## src/rtl/irq_ctrl.sv

```systemverilog
// irq_ctrl: edge-latched, fixed-priority interrupt controller driving the PC irq and tracking service via PC31.
// Define IRQ_SYNC_EN to pass src through a 2-flop synchronizer before edge detection.
module irq_ctrl #(
    parameter int NSRC = 8,
    localparam int IDW = $clog2(NSRC)
) (
    input  logic            clk,
    input  logic            reset,
    input  logic [NSRC-1:0] src,
    input  logic            PC31,
    input  logic            mask_we,
    input  logic [NSRC-1:0] mask_wdata,
    output logic            irq,
    output logic [IDW-1:0]  cause_id,
    output logic            in_service,
    output logic [NSRC-1:0] pending,
    output logic [NSRC-1:0] mask
);
    typedef enum logic [1:0] {IDLE, REQ, SVC} state_t;
    state_t          r_state;
    logic [NSRC-1:0] r_src_d, r_pending, r_mask;
    logic [NSRC-1:0] w_s, w_set, w_clr, w_act;
    logic [IDW-1:0]  r_cause_id, w_win;
    logic            r_irq, r_in_service, r_pc31_q, w_take;
`ifdef IRQ_SYNC_EN
    logic [NSRC-1:0] r_sync1, r_sync2;
    always_ff @(posedge clk) begin
        if (!reset) begin
            r_sync1 <= '0;
            r_sync2 <= '0;
        end else begin
            r_sync1 <= src;
            r_sync2 <= r_sync1;
        end
    end
    assign w_s = r_sync2;
`else
    assign w_s = src;
`endif
    assign w_act  = r_pending & r_mask;
    assign w_set  = w_s & ~r_src_d;
    assign w_take = (r_state == REQ) && !PC31;
    // A fresh edge on the bit being taken wins over the take-clear.
    assign w_clr  = w_take ? (NSRC'(1) << r_cause_id) : '0;
    always_comb begin
        w_win = '0;
        for (int i = NSRC - 1; i >= 0; i--)
            if (w_act[i]) w_win = IDW'(i);
    end
    always_ff @(posedge clk) begin
        if (!reset) begin
            r_state      <= IDLE;
            r_src_d      <= '0;
            r_pending    <= '0;
            r_mask       <= '0;
            r_cause_id   <= '0;
            r_irq        <= 1'b0;
            r_in_service <= 1'b0;
            r_pc31_q     <= 1'b0;
        end else begin
            r_src_d   <= w_s;
            r_pc31_q  <= PC31;
            r_pending <= (r_pending & ~w_clr) | w_set;
            if (mask_we) r_mask <= mask_wdata;
            case (r_state)
                IDLE: if (|w_act && !PC31) begin
                    r_cause_id <= w_win;
                    r_irq      <= 1'b1;
                    r_state    <= REQ;
                end
                REQ: if (!PC31) begin
                    r_irq        <= 1'b0;
                    r_in_service <= 1'b1;
                    r_state      <= SVC;
                end
                SVC: if (r_pc31_q && !PC31) begin
                    r_in_service <= 1'b0;
                    r_state      <= IDLE;
                end
                default: r_state <= IDLE;
            endcase
        end
    end
    assign irq        = r_irq;
    assign cause_id   = r_cause_id;
    assign in_service = r_in_service;
    assign pending    = r_pending;
    assign mask       = r_mask;
endmodule

```

## config.mk

```make
export PLATFORM = sky130hd
export DESIGN_NAME = irq_ctrl
export DESIGN_NICKNAME = d
export VERILOG_FILES = /design/src/rtl/irq_ctrl.sv
export SDC_FILE = /design/constraint.sdc
export NUM_CORES = 1
export LEC_CHECK = 0
export BUFFER_PORTS_ARGS = -buffer_cell sky130_fd_sc_hd__buf_2
export CAP_MARGIN = 20
export CORE_MARGIN = 8
export CORE_UTILIZATION = 45
export CTS_CLUSTER_SIZE = 30
export DETAILED_ROUTE_END_ITERATION = 10
export GPL_TIMING_DRIVEN = 0
export PLACE_DENSITY = 0.72
export SETUP_SLACK_MARGIN = 0.3
export SYNTH_ARGS = -nofsm -noshare
export SYNTH_HDL_FRONTEND = slang
export SYNTH_SLANG_ARGS = --single-unit
```

## constraint.sdc

```tcl
create_clock -name clk -period 3.8 [get_ports clk]
set_clock_uncertainty 0.15 [all_clocks]
set_input_delay 0.38 -clock clk [delete_from_list [all_inputs] [get_ports clk]]
set_output_delay 0.38 -clock clk [all_outputs]
set_load 0.01 [all_outputs]
```

==> summary.md <==
| Metric | Value |
|---|---|
| Status | complete, no violations |
| Die height | 69.0 um |
| Power per Cell Area | 427 mW/mm^2 |
| Drt wl/cell | 14.5 um |
| Cell taking the most area after synthesis | dfxtp_1 |
| Fmax | 647 MHz |
| Postcts setup bufs | 0 |
| Synthesized cell area | 0.00126 mm^2 |
| Crit path largest cell delay | 0.49 ns |
| Area contributors post-synth | dfxtp_1 51%, mux2i_1 6.3%, nand2b_1 5.9%, a21oi_1 5.1%, and2_1 4.5% |
| YS warnings | 0 |
| Cell area after layout | 0.00156 mm^2 |
| First-pass GRT wire length | 5040 um |
| Unrepaired setup endpoints after global routing | no |
| Crit path max-delay family | flip-flops |
| CTS tree | done |
| VDD IR max | 0.304 mV |
| Port buffer count | 39 |
| Post-synthesis sequential area ratio | 50.7% |
| Fin Setup TNS | 0 ns |
| Mapped Nets | 151 |
| Top cell type's share of synthesized area | 50.7% |
| Part of the power in combinational logic | 13.4% |
| Post-synth EDFFs | 0 |
| CTS Buffer Depth | 2 |
| Post-layout min period | 1.55 ns |
| DRC viols | 0 |
| Final HPWL DP | 2350 um |
| Setup violators final | 0 |
| Leakage | 0.000716 uW |
| Synth cell count leaders | 32 x dfxtp_1, 13 x a21oi_1, 12 x nand2b_1 |
| Power Internal | 487 uW |
| Layout net count | 197 |
| Pre-CTS WS | 2.26 ns |
| Crit path cell chain | buf_2 |
| Via density | 5.22 |
| Synthesis-stage register bit count | 32 |
| Final period util | 40.7% |
| Worst slew pin tran | 0.452 ns |
| Endpoint class of the critical path | output pin |
| Critical path peak fanout | 7 |
| Largest net degree at the start of global routing | 11 |
| Die X | 69.0 um |
| Share of cells above drive strength 1 | 32.6% |
| Yosys cell types | 31 |
| # hold bufs at CTS | 0 |
| Pwr Total | 665 uW |
| CTS sink count | 32 |
| Area Overhead vs Synth | 23.4% |
| Worst Setup Start Kind | flop |
| Clk pwr share | 29.9% |
| DRT Pass-1 Iters | 4 |
| Initial antenna violation count | 0 |
| Detailed Route Iter0 Violations | 26 |
| Routed via count | 1092 |
| Resized Gates After CTS | 0 |
| P_sw | 178 uW |
| CP arrival | 1.02 ns |
| Final ANT Viol Nets | 0 |
| Max_cap viols | 0 |
| Synth Area per Inst | 9.65 um^2 |
| WS Path Type | flop to output pin |
| Core Footprint | 0.00271 mm^2 |
| Worst reg-to-reg setup slack | 2.33 ns |
| Vias in the first global route | 1147 |
| Gr ovfl total | 0 |
| Primary FF master, synth | dfxtp_1 |
| Reg clk slew, reported paths | 0.10 ns |
| Die area | 0.00476 mm^2 |
| Dpl cells | 201 |
| Starting Density | 46.6% |
| CTS Root Cell | clkbuf_4 |
| Gpl congestion | 0.865 |
| CTS buffer count | 5 |
| Net Sw Frac | 26.7% |
| Antenna Cells | 0 |
| Placed cell areas | 0.00150 mm^2 |
| Gr usage total | 14.2% |
| FP Rows | 19 |
| Final Hold Violating Endpoints | 0 |
| Ys async rst share | 0% |
| Min-Delay Path Class | primary input to flop |
| CP Data Required Time | 3.27 ns |
| Final WS setup | 2.25 ns |
| # IOs | 41 |
| Fin. max-slew vios | 0 |
| Syn Inst Count | 131 |
| Final std cells w/o fill | 209 |
| Worst skew pair latency | 0.33 ns |
| Count leader, synth | dfxtp_1 |
| Slew HR | 69.9% |
| Htree depth | 2 |
| Crit path buffers/inverters | 1 |
| Slowest-stage cell, CP | dfxtp_1 |
| Final Routed Wirelength | 3030 um |
| Sequential share of power | 56.7% |
==> worst paths after layout <==
path / startpoint / to / cells past startpoint
hold / removal: src[3] / r_src_d[3] / 2
setup reg to reg: r_state[0] / pending[0] / 4
setup / recovery: cause_id[1] / cause_id[1] / 1
hold reg to reg: irq / irq / 2
==> power groups by stage <==
| stage | clock network, uW | registers [uW] | logic, uW |
|---|---|---|---|
| finish | 199 | 377 | 89.2 |
| global placement | 0 | 383 | 86.9 |
| floorplan | 0 | 387 | 47.2 |
| detailed placement | 0 | 385 | 89.6 |
| global route | 221 | 380 | 100 |
| CTS | 206 | 377 | 90.6 |
==> metal layers <==
layer / part of all wire (%) / vias up / global-route usage [%]
met2: 48 / 33 / 23.7
met4: 1.7 / 0 / 6.77
met1: 42 / 504 / 15.9
met5: 0 / - / 0
li1: - / 549 / -
met3: 8.9 / 6 / 4.52
==> sequential cells by signal, indices dropped and copies added, names as in the netlist <==
name / count
pending: 8
in_service: 1
irq: 1
r_state: 2
mask: 8
r_src_d: 8
r_pc31_q: 1
cause_id: 3
==> kinds of logic (layout without fill, tap and decap cells) <==
logic type,after synthesis,in the layout,synth area share (%)
buffers and inverters,6,53,2.67
AOI/OAI and AO/OA,34,34,17.9
muxes,8,8,6.34
and+or+nand+nor,51,51,22.4
DFF,32,32,50.7
==> metrics by stage <==
stage | hold WS [ns] | utilization, %
finish | 0.113 | 57.5
detailed placement | 0.313 | 55.3
global placement | 0.309 | 55.3
CTS | 0.0994 | 57.5
floorplan | 0.306 | -
global route | 0.0990 | 57.5
==> final cells by class <==
cell class | instances | area, um^2
Fill cell | 259 | 1150
Sequential cell | 32 | 641
Multi-Input combinational cell | 93 | 589
Timing Repair Buffer | 39 | 195
Clock buffer | 6 | 51.3
Tap cell | 31 | 38.8
Buffer | 4 | 26.3
Clock inverter | 2 | 10.0
Inverter | 2 | 7.51
==> cell usage in the layout (no fill, tap or decap), drive strengths merged <==
| master | n |
|---|---|
| buf | 40 |
| dfxtp | 32 |
| a21oi | 13 |
| nand2b | 13 |
| nand2 | 12 |
| nor2 | 10 |
| and2 | 9 |
| o21ai | 9 |
| clkbuf | 9 |
| mux2i | 8 |
| a22oi | 4 |
| inv | 2 |
| o31ai | 2 |
| a211oi | 2 |
| clkinv | 2 |
| nor3b | 1 |
| or2b | 1 |
| nor3 | 1 |
| a32oi | 1 |
| nand3 | 1 |
| o211ai | 1 |
| nand4 | 1 |
| and4 | 1 |
| a32o | 1 |
| nand3b | 1 |
| a31oi | 1 |
(Power assumes the default switching activity.)
